## config.mk

```make
export PLATFORM = sky130hd
export DESIGN_NAME = alu_seq_flat
export DESIGN_NICKNAME = d
export VERILOG_FILES = /design/src/rtl/alu_seq_pkg.sv /design/src/rtl/alu_seq_if.sv /design/src/rtl/alu_seq_decode.sv /design/src/rtl/alu_seq.sv /design/src/flat_wrapper.sv
export SDC_FILE = /design/constraint.sdc
export NUM_CORES = 1
export LEC_CHECK = 0
export BUFFER_PORTS_ARGS = -buffer_cell sky130_fd_sc_hd__buf_2
export CAP_MARGIN = 15
export CORE_ASPECT_RATIO = 1.25
export CORE_MARGIN = 1
export CORE_UTILIZATION = 49
export CTS_CLUSTER_DIAMETER = 60
export DETAILED_ROUTE_END_ITERATION = 7
export GPL_TIMING_DRIVEN = 0
export PLACE_DENSITY = 0.82
export SLEW_MARGIN = 20
export SYNTH_ARGS = -nofsm -noshare
export SYNTH_HDL_FRONTEND = slang
export SYNTH_HIERARCHICAL = 1
export SYNTH_SLANG_ARGS = --single-unit
```

## constraint.sdc

```tcl
create_clock -name clock -period 1.4 [get_ports clock]
set_input_delay 0 -clock clock [delete_from_list [all_inputs] [get_ports clock]]
set_output_delay 0 -clock clock [all_outputs]
set_load 0.1 [all_outputs]
```

## src/rtl/alu_seq_pkg.sv

```systemverilog
// rtl/alu_seq_pkg.sv - shared constants, state encoding and opcode helpers for alu_seq
//
// Purpose : opcode constants, FSM state encoding, unit count, unit bus width
//           and the flag bit positions inside the 36-bit unit bus word.
// Ports   : none (package).
package alu_seq_pkg;

   localparam int unsigned NUM_UNITS = 12;
   localparam int unsigned BUS_W     = 36;

   // Flag positions within {N,Z,C,V,result[31:0]}
   localparam int unsigned FLAG_N = 35;
   localparam int unsigned FLAG_Z = 34;
   localparam int unsigned FLAG_C = 33;
   localparam int unsigned FLAG_V = 32;

   localparam logic [3:0] OP_ADD = 4'd0;
   localparam logic [3:0] OP_SUB = 4'd1;
   localparam logic [3:0] OP_AND = 4'd2;
   localparam logic [3:0] OP_OR  = 4'd3;
   localparam logic [3:0] OP_SHR = 4'd4;
   localparam logic [3:0] OP_SHL = 4'd5;
   localparam logic [3:0] OP_ROR = 4'd6;
   localparam logic [3:0] OP_ROL = 4'd7;
   localparam logic [3:0] OP_NEG = 4'd8;
   localparam logic [3:0] OP_NOT = 4'd9;
   localparam logic [3:0] OP_MUL = 4'd10;
   localparam logic [3:0] OP_DIV = 4'd11;

   typedef enum logic [1:0] {
      S_IDLE  = 2'd0,
      S_EXEC  = 2'd1,
      S_MULTI = 2'd2,
      S_DONE  = 2'd3
   } state_t;

   function automatic logic is_multicycle(input logic [3:0] op);
      return (op == OP_MUL) || (op == OP_DIV);
   endfunction

endpackage

```

## src/rtl/alu_seq_if.sv

```systemverilog
// rtl/alu_seq_if.sv - request/unit-bus/result bundle between a requester and alu_seq
//
// Purpose : groups the operation request, the shared unit bus and the
//           sequencer outputs so they travel as one port.
// Signals : start, opcode[3:0], unit_bus[35:0]   (master -> slave)
//           unit_en[11:0], ready, done, err,
//           result_q[35:0]                        (slave -> master)
// Modports: master = requester / testbench side, slave = alu_seq.
interface alu_seq_if;
   import alu_seq_pkg::*;

   logic                 start;
   logic [3:0]           opcode;
   logic [BUS_W-1:0]     unit_bus;
   logic [NUM_UNITS-1:0] unit_en;
   logic                 ready;
   logic                 done;
   logic                 err;
   logic [BUS_W-1:0]     result_q;

   modport master (
      output start, opcode, unit_bus,
      input  unit_en, ready, done, err, result_q
   );

   modport slave (
      input  start, opcode, unit_bus,
      output unit_en, ready, done, err, result_q
   );

endinterface

```

## src/rtl/alu_seq_decode.sv

```systemverilog
// rtl/alu_seq_decode.sv - combinational opcode decoder for alu_seq
//
// Purpose : maps an opcode to a one-hot unit enable, a legal flag and a
//           multicycle flag. Build option: ALU_SEQ_MULDIV_EN makes MUL/DIV
//           legal; without it they decode as illegal with no enable bit.
// Ports   : opcode[3:0]  in   operation code
//           onehot[11:0] out  enable pattern for the selected unit
//           legal        out  opcode may be executed
//           multi        out  opcode is MUL or DIV (class, independent of legal)
module alu_seq_decode
   import alu_seq_pkg::*;
(
   input  logic [3:0]           opcode,
   output logic [NUM_UNITS-1:0] onehot,
   output logic                 legal,
   output logic                 multi
);

   always_comb begin
      onehot = '0;
      legal  = 1'b0;
      multi  = is_multicycle(opcode);
      if (opcode <= OP_NOT) begin
         legal  = 1'b1;
         onehot = NUM_UNITS'(1) << opcode;
      end
`ifdef ALU_SEQ_MULDIV_EN
      else if (multi) begin
         legal  = 1'b1;
         onehot = NUM_UNITS'(1) << opcode;
      end
`endif
   end

endmodule

```

## src/rtl/alu_seq.sv

```systemverilog
// rtl/alu_seq.sv - operation sequencer driving one-hot enables of external ALU units
//
// Purpose : accepts an opcode, enables the matching unit for one cycle
//           (or MULDIV_CYCLES cycles for MUL/DIV), captures the shared unit
//           bus and pulses done. Illegal opcodes complete at once with err.
//           Build option: ALU_SEQ_MULDIV_EN enables the MUL/DIV multicycle
//           path; without it MUL/DIV are rejected and no counter exists.
// Ports   : clock     in   rising-edge clock
//           clear     in   asynchronous active-high reset
//           io        slave modport of alu_seq_if (start, opcode, unit_bus in;
//                     unit_en, ready, done, err, result_q out)
module alu_seq #(
   parameter int unsigned MULDIV_CYCLES = 32
) (
   input  logic     clock,
   input  logic     clear,
   alu_seq_if.slave io
);
   import alu_seq_pkg::*;

   if (MULDIV_CYCLES < 2 || MULDIV_CYCLES > 63) begin : g_bad_cycles
      $error("alu_seq: MULDIV_CYCLES must be within 2..63");
   end

   state_t               state;
   logic [NUM_UNITS-1:0] dec_onehot;
   logic                 dec_legal;
   logic                 dec_multi;

`ifdef ALU_SEQ_MULDIV_EN
   // Counts down the remaining enable cycles; zero marks the capture cycle.
   logic [5:0] cnt;
`endif

   alu_seq_decode u_decode (
      .opcode (io.opcode),
      .onehot (dec_onehot),
      .legal  (dec_legal),
      .multi  (dec_multi)
   );

   always_ff @(posedge clock or posedge clear) begin
      if (clear) begin
         state       <= S_IDLE;
         io.unit_en  <= '0;
         io.ready    <= 1'b1;
         io.done     <= 1'b0;
         io.err      <= 1'b0;
         io.result_q <= '0;
`ifdef ALU_SEQ_MULDIV_EN
         cnt         <= '0;
`endif
      end else begin
         case (state)
            S_IDLE: begin
               io.done <= 1'b0;
               io.err  <= 1'b0;
               if (io.start) begin
                  io.ready <= 1'b0;
                  if (!dec_legal) begin
                     // Rejected: skip straight to DONE, result_q untouched.
                     state   <= S_DONE;
                     io.done <= 1'b1;
                     io.err  <= 1'b1;
                  end else if (dec_multi) begin
`ifdef ALU_SEQ_MULDIV_EN
                     state      <= S_MULTI;
                     io.unit_en <= dec_onehot;
                     cnt        <= 6'(MULDIV_CYCLES - 1);
`else
                     state   <= S_DONE;
                     io.done <= 1'b1;
                     io.err  <= 1'b1;
`endif
                  end else begin
                     state      <= S_EXEC;
                     io.unit_en <= dec_onehot;
                  end
               end
            end
            S_EXEC: begin
               io.unit_en  <= '0;
               io.result_q <= io.unit_bus;
               io.done     <= 1'b1;
               state       <= S_DONE;
            end
`ifdef ALU_SEQ_MULDIV_EN
            S_MULTI: begin
               if (cnt == 6'd0) begin
                  io.unit_en  <= '0;
                  io.result_q <= io.unit_bus;
                  io.done     <= 1'b1;
                  state       <= S_DONE;
               end else begin
                  cnt <= cnt - 6'd1;
               end
            end
`endif
            S_DONE: begin
               io.done  <= 1'b0;
               io.err   <= 1'b0;
               io.ready <= 1'b1;
               state    <= S_IDLE;
            end
            default: begin
               state      <= S_IDLE;
               io.unit_en <= '0;
               io.done    <= 1'b0;
               io.err     <= 1'b0;
               io.ready   <= 1'b1;
            end
         endcase
      end
   end

endmodule

```

## src/flat_wrapper.sv

```systemverilog
// flat-port wrapper written by rule: the top's interface ports become plain ports
module alu_seq_flat import alu_seq_pkg::*;
#(
   parameter int unsigned MULDIV_CYCLES = 32
)
  (clock, clear, io_start, io_opcode, io_unit_bus, io_unit_en, io_ready, io_done, io_err, io_result_q);
  alu_seq_if io_i ();
  input  logic clock;
  input  logic clear;
  input wire logic [$bits(io_i.start)-1:0] io_start;
  input wire logic [$bits(io_i.opcode)-1:0] io_opcode;
  input wire logic [$bits(io_i.unit_bus)-1:0] io_unit_bus;
  output wire logic [$bits(io_i.unit_en)-1:0] io_unit_en;
  output wire logic [$bits(io_i.ready)-1:0] io_ready;
  output wire logic [$bits(io_i.done)-1:0] io_done;
  output wire logic [$bits(io_i.err)-1:0] io_err;
  output wire logic [$bits(io_i.result_q)-1:0] io_result_q;
  assign io_i.start = io_start;
  assign io_i.opcode = io_opcode;
  assign io_i.unit_bus = io_unit_bus;
  assign io_unit_en = io_i.unit_en;
  assign io_ready = io_i.ready;
  assign io_done = io_i.done;
  assign io_err = io_i.err;
  assign io_result_q = io_i.result_q;
  alu_seq #(.MULDIV_CYCLES(MULDIV_CYCLES)) u_core (.clock(clock), .clear(clear), .io(io_i));
endmodule
```

Word level (Yosys, flattened, before mapping)
Cells that the tools add are included.
{"block": "classes", "addsub": 0, "mul": 0, "n_div": 0, "n_lt_le_gt_ge": 1, "eq_ne": 7, "shift": 1, "muxes": 17, "n_bitwise": 2, "reduce_logical": 4}
{"op": "two-way mux 12 bit", "count": 4}
{"op": "one-hot mux 12 bit (2 select lines)", "count": 1}
{"op": "<< shifter 1 x 4 -> 12 bit (first input constant)", "count": 1}
{"op": "equality test 4 bit (second input constant)", "count": 2}
{"op": "two-way mux 2 bit", "count": 3}
{"op": "one-hot mux 1 bit (2 select lines)", "count": 3}
{"op": "two-way mux 1 bit", "count": 5}
{"op": "less-or-equal comparator 4 bit (second input constant)", "count": 1}
{"op": "!= test 2 bit (second input constant)", "count": 2}
{"op": "one-hot mux 2 bit (2 select lines)", "count": 1}
{"op": "AND reduction 4 bit", "count": 1}
{"op": "equality test 2 x 1 -> 1 bit (second input constant)", "count": 1}
{"op": "equality test 2 bit (second input constant)", "count": 1}
{"op": "logical NOT 2 bit", "count": 1}
{"op": "!= test 2 x 1 -> 1 bit (second input constant)", "count": 1}
{"op": "NOT 1 bit", "count": 2}
{"op": "AND reduction 2 bit", "count": 1}
{"op": "logical OR 1 bit", "count": 1}
{"block": "totals", "reg_bits": 53, "latch_bits": 0, "mem_bits_rw": 0, "romBits": 0, "inputBits": 43, "out_inout_bits": 51, "wordCells": 38, "memories": 0}

Longest topological paths before layout
Gate-level depths: netlist of the first run.
{"block": "logic_depth", "depth_word": 6, "ltp_mapped": 6, "ltp_nobuf": 4}

Cells and area by module
Netlist of the first run, hierarchy kept.
{"mod": "alu_seq", "instances": 1, "cells_each": 163, "area_per_inst_um2": 2263.4, "seq_area_each_um2": 1327.5}
{"mod": "alu_seq_decode", "instances": 1, "cells_each": 19, "area_per_inst_um2": 232.7, "seq_area_each_um2": 0.0}

Worst setup path after synthesis of the first run
No wires, ideal clock.
{"block": "synth_path", "path_type": "register to register", "start": "register u_core.state[0]", "end": "register u_core.io.result_q[10]", "setup_ps": 126, "t_arrival_ps": 1146, "required_ps": 1274, "path_slack_ps": 128, "path_stages_with_launch": 5, "n_path_buf": 2, "synth_period_minus_slack_ps": 1272, "path_cell_list": "dfrtp_1 nor2b_2 buf_6 buf_12 mux2_4"}
{"block": "synth_via", "elab_chain_len": 1}
{"element": "start, declared", "line_no": "alu_seq.sv:25", "rtl": "state_t state;"}
{"element": "start signal, assigned", "line_no": "alu_seq.sv:44", "rtl": "state <= S_IDLE;"}
{"element": "start signal, assigned", "line_no": "alu_seq.sv:62", "rtl": "state <= S_DONE;"}
{"element": "start signal, assigned", "line_no": "alu_seq.sv:71", "rtl": "state <= S_DONE;"}
{"element": "equality test 2 x 1 -> 1 bit", "line_no": "alu_seq.sv:54", "rtl": "case (state)"}
{"element": "end signal, assigned", "line_no": "alu_seq.sv:83", "rtl": "io.result_q <= io.unit_bus;"}
{"element": "end, declared", "line_no": "alu_seq_if.sv:28", "rtl": "output unit_en, ready, done, err, result_q"}
Every way passes these cells.
A chain may end at the register's enable or synchronous reset.

Worst setup path after layout of the first run
{"block": "layout_path", "start": "register u_core.state[0]", "end": "register u_core.io.result_q[5]"}
Same word-level chain as after synthesis.

==> reports/metrics.csv, run 1 <==
stage;metric;value;unit
status;status;finished clean;
cells_and_area;number of fill cells;325;
timing;FMAX;732;MHz
synthesis;Cell variety after synth;28;
placement;routability cong.;0.786;
placement;PortBufs;92;
synthesis;Synth area leaders;dfrtp_1, mux2_4, nand3_1;
die;starting density of the core;0.520;
timing;minimum clock period;1.37;ns
synthesis;post-synth top area cell;dfrtp_1;
timing;Final Worst Setup Slack;0.0341;ns
grt;first-pass GRT wire length;8.98;mm
grt;initial antenna violation count;0;
cells_and_area;nets;366;
detailed_routing;mean routed wirelength per cell;15.7;um
timing;Least-Margin Pin Slew;0.547;ns
detailed_routing;via count;1894;
die;Core Box Area;4800;um^2
timing;RSZ-0062 raised after global routing;false;
detailed_routing;final wirelength;6.02;mm
job;max-cap viol count;0;
worst_setup_path;CP arrival;1.54;ns
cells_and_area;diodes inserted;0;
timing;final hold violations;0;
worst_hold_path;HP Class;in -> reg;
worst_setup_path;Crit Path Class;reg -> reg;
cells_and_area;most frequent cells in the layout;buf_2, dfrtp_1, dlygate4sd3_1;
detailed_routing;Iteration-0 DRC Markers;65;
synthesis;dominant synthesized flop cell;dfrtp_1;
die;die height;81.8;um
cells_and_area;Final Non-Filler Cells;383;
timing;relative slew slack;0.635;
detailed_routing;Via density;4.95;
die;Die Area;5390;um^2
detailed_routing;DRC;0;
clocking;clock buffer count from CTS;5;
worst_setup_path;CP startpoint;u_core/state[0];
synthesis;Seq/Total Area, Yosys;0.532;
grt;All-Layer GR Usage;0.224;
timing;WHS;0.117;ns
synthesis;Yosys top cell area share;0.521;
timing;skew final;0.00123;ns
cells_and_area;Area growth, synth to finish;42.6;%
grt;vias in the first global route;1859;
worst_setup_path;CP Capture Type;register;
grt;largest net degree at the start of global routing;30;
clocking;CTS max path bufs;2;
worst_setup_path;Req. time, crit path;1.58;ns
synthesis;ys async rst share;1.00;
worst_hold_path;worst hold start;io_opcode[0];
timing;Slew Viols, Final;0;
die;chip width;65.8;um
synthesis;Mapped Cells;182;
placement;DP Worst Slack;-0.0353;ns
clocking;CTS tree;done;
cells_and_area;most common cell after layout, fill and taps aside;buf_2;
worst_setup_path;worst r2r src;u_core/state[0];
timing;Final period util;0.976;
synthesis;Post-synth EDFFs;0;
synthesis;warnings from Yosys;6;
grt;global route overflow;0;
clocking;H-tree depth;2;
placement;hpwl dp;3.62;mm
clocking;Clock Pin Slew Worst Setup and Hold Paths;0.08;ns
die;Rows;28;
detailed_routing;antenna viol nets, final;0;
synthesis;Synth Area per Inst;13.7;um^2
worst_setup_path;CP startpoint kind;register;
worst_setup_path;crit-path max FO;10;
die;Ports;94;
synthesis;synthesized cell area;2500;um^2
clocking;clock root cell;clkbuf_8;
synthesis;post-synthesis sequential element count;53;
detailed_routing;DR pass1 iterations;4;
clocking;Sink Count;53;
placement;dpl cell area;3060;um^2
cells_and_area;cell area after layout;3560;um^2
placement;placed cell count;336;
timing;Setup violations, final;0;
cells_and_area;layout cells sized above 1;0.529;
clocking;Clock Latency Late Sink;0.29;ns
==> cells by family after synthesis <==
group,after synthesis,share of synthesized area
simple gates,72,0.192
flops,53,0.532
mux,36,0.208
buf+inv,16,0.0576
compound gates,4,0.00952
other cells,1,0.00150
==> sequential cells by signal (all words and copies together) (netlist names) <==
register            count
u_core/io.unit_en      12
u_core/io.result_q     36
u_core/io.done          1
u_core/state            2
u_core/io.err           1
u_core/io.ready         1
==> layout make-up <==
| type | instances | area [um^2] | share of cell area |
|---|---|---|---|
| flip-flops and latches | 53 | 1330 | 0.374 |
| multi-input cells | 114 | 1030 | 0.290 |
| repair buffers | 133 | 876 | 0.246 |
| plain buffers | 15 | 140 | 0.0394 |
| well taps | 60 | 75.1 | 0.0211 |
| clock buffers | 5 | 68.8 | 0.0193 |
| clock inverters | 2 | 35.0 | 0.00984 |
| inverters | 1 | 3.75 | 0.00105 |
==> cells in the mapped netlist, types with 2 or more instances <==
library cell / count
mux2_4: 30
buf_4: 6
and4bb_2: 4
mux2_2: 6
nor4b_4: 3
buf_12: 3
buf_2: 4
nand2b_1: 2
nand3b_1: 2
nor2_1: 5
dfrtp_1: 52
a21oi_1: 2
nand2_1: 13
nand3_1: 36
==> repair_timing <==
item | 4_1_cts | 5_1_grt
gates resized for setup | 1 | 2
buffers inserted | 0 | 2
hold buffers | 38 | 0
endpoints found under the setup margin | 5 | 42
endpoints found under the hold margin | 60 | 0
==> worst paths after layout <==
kind                       cells past startpoint                     to  slack [ns]
setup reg to reg                               4  u_core/io.result_q[5]        0.03
min in group asynchronous                      3          u_core/io.err        0.30
setup / recovery                               4  u_core/io.result_q[5]        0.03
hold / removal                                 4   u_core/io.unit_en[8]        0.12
hold reg to reg                                1        u_core/state[0]        0.50
max in group asynchronous                      4  u_core/io.result_q[3]        0.57
==> metal layers <==
layer | up-vias | share of wire | track usage
li1 | 911 | - | -
met1 | 909 | 0.39 | 0.261
met2 | 68 | 0.55 | 0.422
met3 | 6 | 0.053 | 0.0375
met4 | 0 | 0.0088 | 0.0522
met5 | - | 0 | 0
==> worst max-delay path: stages, from the launching register on <==
cell and delay (ns):
dfrtp_2 0.42, nor2b_2 0.16, buf_6 0.17, buf_12 0.16, mux2_4 0.32
==> metrics by stage <==
step,util,setup TNS [ns]
2_1_floorplan,-,0
3_3_place_gp,0.632,-25.40
3_5_place_dp,0.637,-0.195
4_1_cts,0.738,0
5_1_grt,0.742,0
6_report,0.742,0
Power of run 1 is not shown: default switching activity piles up to over one toggle a cycle in this logic, so the estimate is an artifact.
==> inputs of run 2 (changes only) <==
--- a/config.mk
+++ b/config.mk
@@ -5,15 +5,16 @@
 export SDC_FILE = /design/constraint.sdc
 export NUM_CORES = 1
 export LEC_CHECK = 0
+export ABC_AREA = 1
 export BUFFER_PORTS_ARGS = -buffer_cell sky130_fd_sc_hd__buf_2
 export CAP_MARGIN = 15
 export CORE_ASPECT_RATIO = 1.25
 export CORE_MARGIN = 1
-export CORE_UTILIZATION = 49
+export CORE_UTILIZATION = 48
 export CTS_CLUSTER_DIAMETER = 60
 export DETAILED_ROUTE_END_ITERATION = 7
 export GPL_TIMING_DRIVEN = 0
-export PLACE_DENSITY = 0.82
+export PLACE_DENSITY = 0.81
 export SLEW_MARGIN = 20
 export SYNTH_ARGS = -nofsm -noshare
 export SYNTH_HDL_FRONTEND = slang
==> reports/metrics.csv, run 2 <==
stage;metric;value;unit
cells_and_area;layout cells sized above 1;0.330;
timing;RSZ-0062 raised after global routing;false;
clocking;cts repair resizes;0;
clocking;clock root cell;clkbuf_8;
synthesis;Synth Area in Compound Gates;0.00421;
die;die height;80.7;um
clocking;Clock Latency Late Sink;0.30;ns
synthesis;Cell variety after synth;17;
cells_and_area;diodes inserted;0;
worst_setup_path;crit-path max FO;10;
worst_hold_path;Hold Path End;u_core/io.unit_en[6];
die;Core Box Area;4760;um^2
synthesis;post-synthesis sequential element count;53;
die;chip width;64.9;um
detailed_routing;mean routed wirelength per cell;13.3;um
detailed_routing;Via density;4.92;
synthesis;Seq/Total Area, Yosys;0.558;
detailed_routing;DRC;0;
job;max-cap viol count;0;
grt;first-pass GRT wire length;10.5;mm
worst_setup_path;worst r2r dst;u_core/io.result_q[10];
synthesis;Mapped Cells;286;
placement;hpwl dp;3.84;mm
timing;Setup violations, final;0;
clocking;Clock Pin Slew Worst Setup and Hold Paths;0.10;ns
clocking;CTS tree;done;
cells_and_area;max reg flops;36;
worst_setup_path;Crit Path Class;reg -> reg;
worst_hold_path;HP Class;in -> reg;
worst_setup_path;R2R depth;5;
timing;Slew Viols, Final;0;
die;Rows;28;
cells_and_area;Area growth, synth to finish;44.8;%
worst_setup_path;CP arrival;1.53;ns
worst_setup_path;CP Capture Type;register;
cells_and_area;number of fill cells;369;
synthesis;post-synthesis mux area share;0;
detailed_routing;DR pass1 iterations;4;
timing;relative slew slack;0.664;
timing;Least-Margin Pin Slew;0.504;ns
worst_setup_path;Req. time, crit path;1.63;ns
detailed_routing;Iteration-0 DRC Markers;148;
die;Ports;94;
synthesis;top-count cell post-synth;nand2_1;
detailed_routing;final wirelength;6.49;mm
synthesis;adder-cell share of the synthesized area;0;
synthesis;Yosys top cell area share;0.547;
grt;global route overflow;0;
synthesis;Synth top cells by count;nand2_1, dfrtp_1, nand3_1;
worst_setup_path;CP startpoint kind;register;
synthesis;warnings from Yosys;6;
clocking;clock buffer count from CTS;5;
cells_and_area;Largest Register;u_core/io.result_q;
synthesis;simple-gate portion of the synthesized area;0.351;
cells_and_area;Finished Core Util;0.722;
cells_and_area;most common cell after layout, fill and taps aside;buf_2;
synthesis;ys async rst share;1.00;
synthesis;Synth Area per Inst;8.31;um^2
timing;final hold violations;0;
cells_and_area;biggest regs;u_core/io.result_q x36, u_core/io.unit_en x12, u_core/state x2;
synthesis;largest family of logic cells by synthesized area;simple AND/OR/NAND/NOR gates;
timing;FMAX;770;MHz
synthesis;synthesized cell area;2380;um^2
timing;Final period util;0.927;
clocking;CTS max path bufs;2;
clocking;post-CTS setup buffer count;0;
worst_hold_path;worst hold start;io_opcode[1];
die;starting density of the core;0.499;
synthesis;Post-synth EDFFs;0;
cells_and_area;most frequent cells in the layout;buf_2, nand2_1, dfrtp_1;
status;status;finished clean;
synthesis;post-synth top area cell;dfrtp_1;
timing;skew final;0.00991;ns
detailed_routing;antenna viol nets, final;0;
worst_setup_path;worst r2r src;u_core/state[1];
timing;minimum clock period;1.30;ns
synthesis;dominant synthesized flop cell;dfrtp_1;
cells_and_area;nets;469;
placement;routability cong.;0.854;
worst_hold_path;Hold Path Depth;7;
detailed_routing;via count;2396;
clocking;H-tree depth;2;
worst_setup_path;r2r setup slk;0.10;ns
grt;largest net degree at the start of global routing;33;
synthesis;Synth area leaders;dfrtp_1, nand2_1, nand3_1;
synthesis;xor/xnor share of the synthesized area;0;
placement;PortBufs;93;
grt;vias in the first global route;2373;
die;Die Area;5240;um^2
clocking;Sink Count;53;
grt;All-Layer GR Usage;0.264;
grt;initial antenna violation count;0;
-- run 2: cell types whose count changed after synthesis, sizes merged, moves of 5 or more --
cell,previous run,this run
nor2,5,27
mux2,36,0
buf,14,19
nand2,13,113
nand4,0,12
inv,1,21
-- run 2: cell families (layout without fill, tap and decap cells) --
| group | Yosys count | in the layout |
|---|---|---|
| and+or+nand+nor | 190 | 190 |
| DFF | 53 | 53 |
| buffers and inverters | 40 | 180 |
| AOI/OAI and AO/OA | 2 | 2 |
| other | 1 | 2 |
-- run 2: area by class of cell --
type | instances | area [um^2] | area share
inverters | 21 | 78.8 | 0.0229
flip-flops and latches | 53 | 1330 | 0.386
repair buffers | 132 | 866 | 0.252
well taps | 60 | 75.1 | 0.0218
clock inverters | 2 | 37.5 | 0.0109
multi-input cells | 194 | 851 | 0.247
plain buffers | 19 | 124 | 0.0360
clock buffers | 6 | 82.6 | 0.0240
-- run 2: metrics by stage --
step	cells	hold WS (ns)	worst slack, ns	TNS (ns)	cell area, um^2
detailed placement	441	0.0565	0.192	0	2940
CTS	487	0.142	0.125	0	3440
global route	487	0.164	0.0322	0	3440
floorplan	287	0.145	0.115	0	2380
finish	487	0.150	0.102	0	3440
global placement	440	0.227	-0.527	-27.34	2920
-- run 2: how the worst max path moves through the flow --
stage                         start                     end  slack [ns]  depth (start not counted)
CTS                 u_core/io.ready                io_ready        0.13                          1
global route        u_core/state[1]  u_core/io.result_q[16]        0.03                          5
detailed placement  u_core/state[1]   u_core/io.result_q[7]        0.19                          5
finish              u_core/state[1]  u_core/io.result_q[10]        0.10                          5
global placement              clear   u_core/io.result_q[4]       -0.53                          2
floorplan                     clear          u_core/io.done        0.12                          1
-- run 2: repair_timing --
item	in CTS	in global routing
endpoints found under the setup margin	0	0
endpoints found under the hold margin	58	0
hold buffers	38	0
-- run 2: critical path, stage by stage, from the launching register on --
cell and delay, ns:
dfrtp_1 0.45, inv_2 0.09, buf_2 0.21, buf_2 0.25
nand3_1 0.12, nand2_1 0.12
-- run 2: per-layer routing --
| metal | vias up | track usage | part of all wire |
|---|---|---|---|
| met5 | - | 0 | 0 |
| met4 | 0 | 0.104 | 0.028 |
| met3 | 22 | 0.0710 | 0.067 |
| met2 | 107 | 0.454 | 0.51 |
| met1 | 1100 | 0.309 | 0.39 |
| li1 | 1167 | - | - |
Power of run 2 is left out for the same reason.
==> inputs of run 3 (changes only) <==
--- a/config.mk
+++ b/config.mk
@@ -8,7 +8,7 @@
 export ABC_AREA = 1
 export BUFFER_PORTS_ARGS = -buffer_cell sky130_fd_sc_hd__buf_2
 export CAP_MARGIN = 15
-export CORE_ASPECT_RATIO = 1.25
+export CORE_ASPECT_RATIO = 0.7
 export CORE_MARGIN = 1
 export CORE_UTILIZATION = 48
 export CTS_CLUSTER_DIAMETER = 60
==> reports/metrics.csv, run 3 (synthesis results as in run 2) <==
stage;metric;value;unit
worst_setup_path;CP Capture Type;register;
clocking;Sink Count;53;
clocking;H-tree depth;2;
placement;hpwl dp;3.93;mm
grt;largest net degree at the start of global routing;33;
cells_and_area;diodes inserted;0;
placement;dpl cell area;2950;um^2
timing;Setup violations, final;0;
timing;minimum clock period;1.28;ns
cells_and_area;Largest Register;u_core/io.result_q;
detailed_routing;Top Metal Used;met4;
die;Die Area;5240;um^2
clocking;post-CTS setup buffer count;0;
detailed_routing;antenna viol nets, final;0;
cells_and_area;biggest regs;u_core/io.result_q x36, u_core/io.unit_en x12, u_core/state x2;
die;starting density of the core;0.497;
cells_and_area;layout cells sized above 1;0.329;
timing;skew final;0.00992;ns
timing;RSZ-0062 raised after global routing;false;
timing;Slew Viols, Final;0;
grt;All-Layer GR Usage;0.237;
die;Core Box Area;4780;um^2
grt;vias in the first global route;2052;
clocking;CTS max path bufs;2;
placement;placed cell count;450;
die;die height;60.9;um
status;status;finished clean;
cells_and_area;cell area after layout;3440;um^2
detailed_routing;met3 wire length;362;um
grt;initial antenna violation count;0;
clocking;Clock Latency Late Sink;0.30;ns
worst_hold_path;HP Class;in -> reg;
worst_setup_path;CP arrival;1.52;ns
detailed_routing;mean routed wirelength per cell;12.3;um
cells_and_area;Finished Core Util;0.719;
die;Rows;21;
clocking;Clock Pin Slew Worst Setup and Hold Paths;0.09;ns
detailed_routing;Iteration-0 DRC Markers;136;
worst_setup_path;CP startpoint kind;register;
clocking;CTS tree;done;
detailed_routing;final wirelength;6.07;mm
grt;first-pass GRT wire length;9.40;mm
die;chip width;86.1;um
detailed_routing;DR pass1 iterations;4;
cells_and_area;Area growth, synth to finish;44.6;%
worst_setup_path;crit-path max FO;10;
timing;FMAX;780;MHz
cells_and_area;most common cell after layout, fill and taps aside;buf_2;
timing;final hold violations;0;
detailed_routing;Via density;4.70;
detailed_routing;metal1 wirelength;2.73;mm
cells_and_area;nets;469;
timing;Final period util;0.916;
cells_and_area;most frequent cells in the layout;buf_2, nand2_1, dfrtp_1;
grt;global route overflow;0;
placement;PortBufs;93;
detailed_routing;via count;2328;
job;max-cap viol count;0;
cells_and_area;Final Non-Filler Cells;495;
worst_setup_path;r2r setup slk;0.12;ns
worst_setup_path;Req. time, crit path;1.64;ns
worst_setup_path;Crit Path Class;reg -> reg;
die;Ports;94;
placement;routability cong.;0.801;
cells_and_area;max reg flops;36;
timing;setup TNS;0;ns
detailed_routing;DRC;0;
detailed_routing;detailed-routed wire length on met2;2.91;mm
clocking;clock buffer count from CTS;5;
clocking;clock root cell;clkbuf_8;
-- run 3: cell count changes in the layout (fill, tap and decap cells not counted) --
cell        delta
clkinvlp_4     -1
clkinv_2       +1
clkbuf_8       -1
-- run 3: layout make-up --
| cell class | count | area [um^2] |
|---|---|---|
| Inverter | 21 | 78.8 |
| Timing Repair Buffer | 132 | 866 |
| Clock buffer | 5 | 68.8 |
| Clock inverter | 2 | 35.0 |
| Fill cell | 387 | 1350 |
| Sequential cell | 53 | 1330 |
| Tap cell | 69 | 86.3 |
| Multi-Input combinational cell | 194 | 851 |
| Buffer | 19 | 124 |
-- run 3: repair_timing --
item,4_1_cts,5_1_grt
hold buffers,38,0
gates resized for setup,0,0
hold endpoints to repair,58,0
-- run 3: final timing paths --
kind / start / to / cells after the start
max reg2reg: u_core/state[1] / u_core/io.result_q[4] / 5
min reg2reg: u_core/io.result_q[0] / u_core/io.result_q[0] / 2
min: io_opcode[0] / u_core/io.unit_en[7] / 7
max: u_core/state[1] / u_core/io.result_q[4] / 5
min in group asynchronous: clear / u_core/io.result_q[15] / 3
max in group asynchronous: clear / u_core/io.ready / 4
-- run 3: critical path, stage by stage (launching register included) --
cell and delay (ns):
dfrtp_1 0.44, inv_2 0.09, buf_2 0.22, buf_2 0.27, nand3_1 0.12, nand2_1 0.08
-- run 3: through the flow --
step                worst slack, ns  hold slack, ns
CTS                           0.125           0.137
detailed placement            0.145          0.0447
floorplan                     0.115           0.145
finish                        0.118           0.144
global placement             -0.548           0.228
global route                 0.0173           0.176
-- run 3: layer usage --
layer / vias up / GRT usage
li1: 1166 / -
met1: 1069 / 0.312
met2: 85 / 0.391
met3: 8 / 0.0599
met4: 0 / 0.0762
met5: - / 0
Power of run 3 is left out for the same reason.
